==> src/rtl/estagio_decodificacao.sv <==
// Decode/operand-issue stage feeding the ALU: register bank, busy scoreboard, hazard stall.
// Optional macro FORWARDING_EN lets a same-cycle writeback resolve source and WAW hazards.
module estagio_decodificacao #(
   parameter int DATA_WIDTH = 16,
   parameter int NUM_REGS   = 8,
   parameter int IMM_WIDTH  = 6
) (
   input  logic                  clk,
   input  logic                  reset_n,
   input  logic [15:0]           instr,
   input  logic                  in_valid,
   output logic                  in_ready,
   output logic [3:0]            codop,
   output logic [DATA_WIDTH-1:0] operando1,
   output logic [DATA_WIDTH-1:0] operando2,
   output logic [2:0]            rd_out,
   output logic                  out_valid,
   input  logic                  out_ready,
   input  logic                  wb_valid,
   input  logic [2:0]            wb_rd,
   input  logic [DATA_WIDTH-1:0] wb_data,
   output logic                  illegal
);

`ifdef FORWARDING_EN
   localparam bit FWD = 1'b1;
`else
   localparam bit FWD = 1'b0;
`endif

   function automatic logic [DATA_WIDTH-1:0] sign_ext(input logic [IMM_WIDTH-1:0] imm);
      return {{(DATA_WIDTH-IMM_WIDTH){imm[IMM_WIDTH-1]}}, imm};
   endfunction

   logic [DATA_WIDTH-1:0] regs_q [NUM_REGS];
   logic [DATA_WIDTH-1:0] regs_d [NUM_REGS];
   logic [NUM_REGS-1:0]   busy_q, busy_d;
   logic                  out_valid_q, out_valid_d;
   logic [3:0]            codop_q, codop_d;
   logic [DATA_WIDTH-1:0] operando1_q, operando1_d;
   logic [DATA_WIDTH-1:0] operando2_q, operando2_d;
   logic [2:0]            rd_out_q, rd_out_d;
   logic                  illegal_q, illegal_d;

   logic [3:0]            op_s;
   logic [2:0]            rd_s, rs1_s, rs2_s;
   logic                  is_reg_s, is_imm_s, legal_s;
   logic                  hit_rs1_s, hit_rs2_s, hit_rd_s;
   logic                  busy_rs1_s, busy_rs2_s, busy_rd_s;
   logic [DATA_WIDTH-1:0] val_rs1_s, val_rs2_s;
   logic                  hazard_s, fire_s, issue_s;

   // Decode, operand read with optional bypass, and hazard detection
   always_comb begin
      op_s     = instr[15:12];
      rd_s     = instr[11:9];
      rs1_s    = instr[8:6];
      rs2_s    = instr[5:3];
      is_reg_s = (op_s[3:2] == 2'b00);
      is_imm_s = (op_s[3:2] == 2'b10);
      legal_s  = is_reg_s | is_imm_s;

      // A matching writeback only bypasses when forwarding is built in
      hit_rs1_s = FWD & wb_valid & (wb_rd == rs1_s) & (rs1_s != 3'd0);
      hit_rs2_s = FWD & wb_valid & (wb_rd == rs2_s) & (rs2_s != 3'd0);
      hit_rd_s  = FWD & wb_valid & (wb_rd == rd_s)  & (rd_s  != 3'd0);

      busy_rs1_s = busy_q[rs1_s] & (rs1_s != 3'd0) & ~hit_rs1_s;
      busy_rs2_s = busy_q[rs2_s] & (rs2_s != 3'd0) & ~hit_rs2_s;
      busy_rd_s  = busy_q[rd_s]  & (rd_s  != 3'd0) & ~hit_rd_s;

      val_rs1_s = hit_rs1_s ? wb_data : ((rs1_s == 3'd0) ? {DATA_WIDTH{1'b0}} : regs_q[rs1_s]);
      val_rs2_s = hit_rs2_s ? wb_data : ((rs2_s == 3'd0) ? {DATA_WIDTH{1'b0}} : regs_q[rs2_s]);

      hazard_s = legal_s & (busy_rs1_s | (is_reg_s & busy_rs2_s) | busy_rd_s);
      in_ready = reset_n & (~out_valid_q | out_ready) & ~hazard_s;
      fire_s   = in_valid & in_ready;
      issue_s  = fire_s & legal_s;
   end

   // Next-state for output bundle, scoreboard and register bank
   always_comb begin
      out_valid_d = out_valid_q;
      codop_d     = codop_q;
      operando1_d = operando1_q;
      operando2_d = operando2_q;
      rd_out_d    = rd_out_q;
      illegal_d   = fire_s & ~legal_s;
      busy_d      = busy_q;
      regs_d      = regs_q;

      if (issue_s) begin
         out_valid_d = 1'b1;
         operando1_d = val_rs1_s;
         rd_out_d    = rd_s;
         if (is_reg_s) begin
            codop_d     = op_s;
            operando2_d = val_rs2_s;
         end else begin
            codop_d     = {1'b0, op_s[2:0]};
            operando2_d = sign_ext(instr[IMM_WIDTH-1:0]);
         end
      end else if (out_ready) begin
         out_valid_d = 1'b0;
      end else begin
         out_valid_d = out_valid_q;
      end

      // Clear first so a same-register issue re-sets the bit
      if (wb_valid && (wb_rd != 3'd0)) begin
         busy_d[wb_rd] = 1'b0;
         regs_d[wb_rd] = wb_data;
      end else begin
         busy_d[0] = 1'b0;
      end

      if (issue_s && (rd_s != 3'd0)) begin
         busy_d[rd_s] = 1'b1;
      end else begin
         busy_d[0] = 1'b0;
      end
   end

   // State registers with synchronous active-low reset
   always_ff @(posedge clk) begin
      if (!reset_n) begin
         out_valid_q <= 1'b0;
         codop_q     <= 4'd0;
         operando1_q <= {DATA_WIDTH{1'b0}};
         operando2_q <= {DATA_WIDTH{1'b0}};
         rd_out_q    <= 3'd0;
         illegal_q   <= 1'b0;
         busy_q      <= {NUM_REGS{1'b0}};
         for (int i = 0; i < NUM_REGS; i++) begin
            regs_q[i] <= {DATA_WIDTH{1'b0}};
         end
      end else begin
         out_valid_q <= out_valid_d;
         codop_q     <= codop_d;
         operando1_q <= operando1_d;
         operando2_q <= operando2_d;
         rd_out_q    <= rd_out_d;
         illegal_q   <= illegal_d;
         busy_q      <= busy_d;
         for (int i = 0; i < NUM_REGS; i++) begin
            regs_q[i] <= regs_d[i];
         end
      end
   end

   assign out_valid = out_valid_q;
   assign codop     = codop_q;
   assign operando1 = operando1_q;
   assign operando2 = operando2_q;
   assign rd_out    = rd_out_q;
   assign illegal   = illegal_q;

endmodule

==> config.mk <==
export PLATFORM = sky130hd
export DESIGN_NAME = estagio_decodificacao
export DESIGN_NICKNAME = d
export VERILOG_FILES = /design/src/rtl/estagio_decodificacao.sv
export SDC_FILE = /design/constraint.sdc
export NUM_CORES = 1
export LEC_CHECK = 0
export ABC_AREA = 1
export CAP_MARGIN = 20
export CORE_MARGIN = 2
export CORE_UTILIZATION = 40
export DETAILED_ROUTE_END_ITERATION = 12
export PLACE_DENSITY = 0.7
export SLEW_MARGIN = 20
export SYNTH_ARGS = -nofsm -noshare
export SYNTH_HDL_FRONTEND = slang
export SYNTH_SLANG_ARGS = --single-unit
==> constraint.sdc <==
create_clock -name clk -period 2.62 [get_ports clk]
set_input_delay 0.393 -clock clk [delete_from_list [all_inputs] [get_ports clk]]
set_output_delay 0.393 -clock clk [all_outputs]
set_load 0.05 [all_outputs]
==> results of run 1 <==
worst min path at each step:
stage	startpoint	end	slack, ns	cells past startpoint
after floorplan	regs_q[112]$_SDFFE_PN0P_	regs_q[112]$_SDFFE_PN0P_	0.40	2
after global placement	regs_q[113]$_SDFFE_PN0P_	regs_q[113]$_SDFFE_PN0P_	0.41	2
after detailed placement	regs_q[121]$_SDFFE_PN0P_	regs_q[121]$_SDFFE_PN0P_	0.41	2
after CTS	regs_q[121]$_SDFFE_PN0P_	regs_q[121]$_SDFFE_PN0P_	0.43	2
after global routing	regs_q[126]$_SDFFE_PN0P_	regs_q[126]$_SDFFE_PN0P_	0.44	2
final	regs_q[113]$_SDFFE_PN0P_	regs_q[113]$_SDFFE_PN0P_	0.42	2
flip-flops by register name, indices dropped and copies added (netlist names):
signal,cells
busy_q,8
codop,4
illegal,1
operando1,16
operando2,16
out_valid,1
rd_out,3
regs_q,128
metal layers:
layer	vias to the layer above	track usage (%)	share of wire, %
li1	4237	-	-
met5	-	0	0
met1	3871	34.7	45
met4	0	10.5	3.8
met3	55	4.42	8.0
met2	377	37.7	44
cell usage in the layout (no fill, tap or decap), types with 3 or more instances in the layout:
cell             netlist  layout
buf_12                 0       7
nor2_1                96      96
nand2_1              213     213
clkdlybuf4s50_1        0      77
a211oi_1               4       4
inv_2                  3       3
inv_1                125     125
a31oi_1               13      13
buf_4                  2      44
clkbuf_16              0      17
o211ai_1              13      13
a221oi_1               3       3
nor3_1                 6       6
o21ai_0              244     244
bufinv_16              0       4
nand3_1               45      45
dfxtp_1              177     177
clkinv_1               4       4
a21oi_1              199     199
clkinvlp_4             0       3
report_power, final:
part	internal [W]	leakage, nW	switching (W)
clock	0.00161	0.301	0.00114
combinational	0.000281	2.24	0.000544
sequential	0.00277	1.44	0.0000354
Yosys cell counts, drive strengths merged:
cell | number | area share [%]
a211oi | 4 | 0.36
a21oi | 199 | 12
a221oi | 3 | 0.31
a22o | 1 | 0.10
a31oi | 13 | 0.97
buf | 21 | 1.3
clkbuf | 72 | 3.2
clkinv | 4 | 0.18
dfxtp | 177 | 42
inv | 128 | 5.8
nand2 | 213 | 9.6
nand3 | 45 | 2.7
nand4 | 1 | 0.15
nor2 | 97 | 4.4
nor3 | 6 | 0.36
nor4 | 2 | 0.15
o211ai | 14 | 1.3
o21a | 1 | 0.090
o21ai | 244 | 15
cells by family (layout without fill, tap and decap cells):
logic type	Yosys count	after routing	share of synthesized area, %
AOI/OAI and AO/OA	479	479	29.7
buffers and inverters	225	294	10.5
DFF	177	177	42.4
and+or+nand+nor	364	364	17.3
worst max-delay path, cell delays in order:
cell and delay, ns:
clkdlybuf4s50_1 0.66, nand2_1 0.11, o211ai_2 0.09, nand2_1 0.07, nor2_1 0.11, nand2_1 0.07, nor2_2 0.14, o21a_1 0.14
buf_4 0.20
per-stage QoR:
stage	setup slack, ns	utilization [%]	instances	instance area, um2	hold slack (ns)
2_1_floorplan	0.726	-	1245	8350	0.404
3_3_place_gp	0.198	46.9	1552	9560	0.410
3_5_place_dp	0.189	46.9	1552	9560	0.414
4_1_cts	0.239	50.0	1584	10200	0.425
5_1_grt	0.0832	50.0	1584	10200	0.439
6_report	0.234	50.0	1584	10200	0.424
cell type report:
type	instances	area [um2]	share of cell area, %
clock buffer	18	429	4.21
clock inverter	14	201	1.98
inverter	132	495	4.86
multi-input combinational	843	3930	38.6
sequential	177	3540	34.8
tap	270	338	3.32
timing repair buffer	130	1250	12.3
==> impl_metrics.py, run 1 <==
metrics = {
    "run_status": {
        "status": "finished clean",
    },
    "yosys": {
        "yosys_warnings": 0,
        "netlist_area_um2": 8350,
        "synthCells": 1245,
        "ys_seq_area_share_pct": 42.4,
        "synthesis.nets": 1285,
        "ys_seq_elements": 177,
        "avgSynthCellArea_um2": 6.71,
        "ys_types": 25,
    },
    "detailed_routing": {
        "firstDrtPassIters": 7,
        "wl_per_cell_um": 17.1,
        "avgViaCountPerCell": 5.39,
        "ant_nets": 0,
        "wirelength_mm": 27.1,
        "drt_iter0_markers": 949,
        "num_vias": 8540,
        "drc": 0,
    },
    "global_route": {
        "grt_pass1_wl_mm": 43.0,
        "grt_usage_pct": 24.8,
        "grt_pass1_vias": 7889,
        "antenna_found_initial": 0,
        "grt.overflow.total": 0,
        "grt_max_degree": 132,
    },
    "timing": {
        "setup_violations": 0,
        "tightest_slew_ns": 0.545,
        "fmax_ghz": 0.419,
        "finalHoldViolCount": 0,
        "period_needed_ns": 2.39,
        "period_share_pct": 91.1,
        "relSlewSlack_pct": 63.6,
        "final.setup_skew_ns": 0.00767,
        "tns_ns": 0,
        "rsz0062_at_grt": "no",
        "drv_slew": 0,
    },
    "floorplanning": {
        "core-area_um2": 20400,
        "io_pins": 82,
        "num_rows": 52,
        "die_area_um2": 22000,
        "fp.dieH_um": 148,
        "initial_core_util_pct": 41.0,
        "fp.dieW_um": 148,
    },
    "worst_setup_path": {
        "end_kind": "output pin",
        "r2r-start": "busy_q[6]$_SDFF_PN0_",
        "reg2reg_to": "operando1[6]$_SDFFE_PN0P_",
        "reg2reg_slack_ns": 0.83,
        "cp_max_fo": 9,
        "critPathLaunch": "instr[9]",
        "ff2ff_path_depth": 12,
        "critPathLaunchType": "primary input",
        "crit_end": "in_ready",
        "cp.arrival_ns": 1.99,
        "required_ns": 2.23,
        "critPathKind": "in2out",
    },
    "cts": {
        "cts_buffers": 17,
        "postCtsSetupBuffers": 0,
        "htreeDepth": 4,
        "clockBufferDepth": 2,
        "ctsHoldBuffers": 0,
        "insertion_delay_ns": 0.44,
        "root_buffer": "clkbuf_16",
        "ctsResizeCount": 0,
        "cts_sinks": 177,
        "clk_pin_slew_ns": 0.07,
        "cts_tree": "yes",
    },
    "layout": {
        "syn2layout_area_growth_pct": 22.0,
        "final_nets": 1341,
        "diodes": 0,
        "drive_above_1_share_pct": 6.85,
        "fillers": 2001,
    },
    "worst_hold_path": {
        "worstHoldPathType": "reg2reg",
    },
    "pwr": {
        "ir_worst_vdd_mv": 0.462,
        "p_leak_nw": 3.98,
        "finalPower_w": 0.00638,
        "power_density_nw_per_um2": 626,
    },
    "flow_run": {
        "cap_violations": 0,
    },
    "placed_design": {
        "gp_congestion": 0.876,
        "dp_hpwl_mm": 17.7,
        "portBuffers": 81,
    },
}
(Power assumes the default switching activity.)
==> run 2, diff against run 1 <==
--- a/config.mk
+++ b/config.mk
@@ -11,6 +11,7 @@
 export CORE_UTILIZATION = 40
 export DETAILED_ROUTE_END_ITERATION = 12
 export PLACE_DENSITY = 0.7
+export REMOVE_ABC_BUFFERS = 1
 export SLEW_MARGIN = 20
 export SYNTH_ARGS = -nofsm -noshare
 export SYNTH_HDL_FRONTEND = slang
==> impl_metrics.py, run 2 (synthesized netlist as in run 1, its figures left out) <==
metrics = {
    "run_status": {
        "status": "finished clean",
    },
    "cts": {
        "htreeDepth": 4,
        "cts_tree": "yes",
        "insertion_delay_ns": 0.43,
        "cts_buffers": 17,
        "ctsResizeCount": 0,
        "postCtsSetupBuffers": 0,
        "clk_pin_slew_ns": 0.06,
        "clockBufferDepth": 2,
        "cts_sinks": 177,
        "root_buffer": "clkbuf_16",
        "ctsHoldBuffers": 0,
    },
    "timing": {
        "final.setup_skew_ns": 0.00578,
        "setup_violations": 0,
        "drv_slew": 0,
        "period_needed_ns": 2.42,
        "tightest_slew_ns": 0.536,
        "finalHoldViolCount": 0,
        "period_share_pct": 92.4,
        "hold_ws_ns": 0.422,
        "fmax_ghz": 0.413,
        "relSlewSlack_pct": 64.2,
        "tns_ns": 0,
        "rsz0062_at_grt": "no",
    },
    "detailed_routing": {
        "drc": 0,
        "wl_per_cell_um": 16.4,
        "num_vias": 8490,
        "firstDrtPassIters": 6,
        "wirelength_mm": 25.8,
        "ant_nets": 0,
        "drt_iter0_markers": 917,
        "avgViaCountPerCell": 5.37,
    },
    "layout": {
        "largest_reg_flops": 128,
        "final_cell_mix": "o21ai_0 (244), nand2_1 (213), a21oi_1 (199)",
        "final_cells": 1580,
        "final_nets": 1337,
        "diodes": 0,
        "syn2layout_area_growth_pct": 21.0,
        "fillers": 2046,
        "post-route-cell-area_um2": 10100,
        "largest_register": "regs_q",
        "mostFrequentLayoutCell": "o21ai_0",
        "drive_above_1_share_pct": 6.49,
    },
    "global_route": {
        "grt_usage_pct": 23.8,
        "grt_max_degree": 132,
        "antenna_found_initial": 1,
        "grt_pass1_vias": 7846,
        "grt_pass1_wl_mm": 41.3,
        "grt.overflow.total": 0,
    },
    "worst_setup_path": {
        "r2r-start": "busy_q[7]$_SDFF_PN0_",
        "cp.arrival_ns": 2.03,
        "end_kind": "output pin",
        "required_ns": 2.23,
        "critPathLaunchType": "primary input",
        "critPathLaunch": "instr[10]",
        "critPathKind": "in2out",
        "cp_max_fo": 8,
    },
    "pwr": {
        "finalPower_w": 0.00606,
        "ir_worst_vdd_mv": 0.394,
        "power_density_nw_per_um2": 600,
        "p_leak_nw": 3.94,
    },
    "flow_run": {
        "cap_violations": 0,
    },
    "floorplanning": {
        "die_area_um2": 22000,
        "core-area_um2": 20400,
        "fp.dieW_um": 148,
        "io_pins": 82,
        "num_rows": 52,
        "fp.dieH_um": 148,
        "initial_core_util_pct": 41.0,
    },
    "placed_design": {
        "gp_congestion": 0.847,
        "dp_hpwl_mm": 16.2,
        "placed_area_um2": 9530,
        "placed_cells": 1548,
        "portBuffers": 81,
    },
    "worst_hold_path": {
        "hold_path_startpoint": "regs_q[118]$_SDFFE_PN0P_",
        "worstHoldPathType": "reg2reg",
    },
}
run 2: final timing paths:
path                                                  end  slack, ns  depth (start not counted)
worst max-delay path                             in_ready       0.20                         11
worst min-delay path             regs_q[118]$_SDFFE_PN0P_       0.42                          2
worst max register to register  operando1[4]$_SDFFE_PN0P_       0.80                         12
worst min register to register   regs_q[118]$_SDFFE_PN0P_       0.42                          2
run 2: where the power goes:
group	leakage, nW	internal (W)	switching [W]
sequential	1.44	0.00277	0.0000342
clock	0.280	0.00141	0.00105
combinational	2.23	0.000274	0.000524
run 2: layout make-up:
cell class | instances | area, um2 | area share, %
multi-input combinational | 843 | 3930 | 38.9
sequential | 177 | 3540 | 35.1
timing repair buffer | 126 | 1230 | 12.2
inverter | 132 | 495 | 4.90
clock buffer | 24 | 492 | 4.87
tap | 270 | 338 | 3.34
clock inverter | 8 | 78.8 | 0.780
run 2: through the flow:
| step | setup WS, ns | util [%] |
|---|---|---|
| after global routing | 0.0898 | 49.6 |
| after detailed placement | 0.112 | 46.8 |
| final | 0.200 | 49.6 |
| after floorplan | -0.389 | - |
| after CTS | 0.220 | 49.6 |
| after global placement | 0.154 | 46.8 |
run 2: routing by layer:
metal,track usage (%),vias to the layer above,part of all wire (%)
met2,37.8,368,44
met1,32.2,3829,46
met3,3.68,67,6.6
li1,-,4224,-
met4,9.95,2,3.1
met5,0,-,0.035
run 2: worst max-delay path, stage by stage:
cell             delay [ns]
clkdlybuf4s50_1        0.64
inv_1                  0.07
nand2_1                0.11
nor2_1                 0.05
nor2_1                 0.11
nand2_1                0.06
nand2_1                0.05
nand2_1                0.06
nor2_2                 0.13
o21a_1                 0.15
buf_4                  0.20
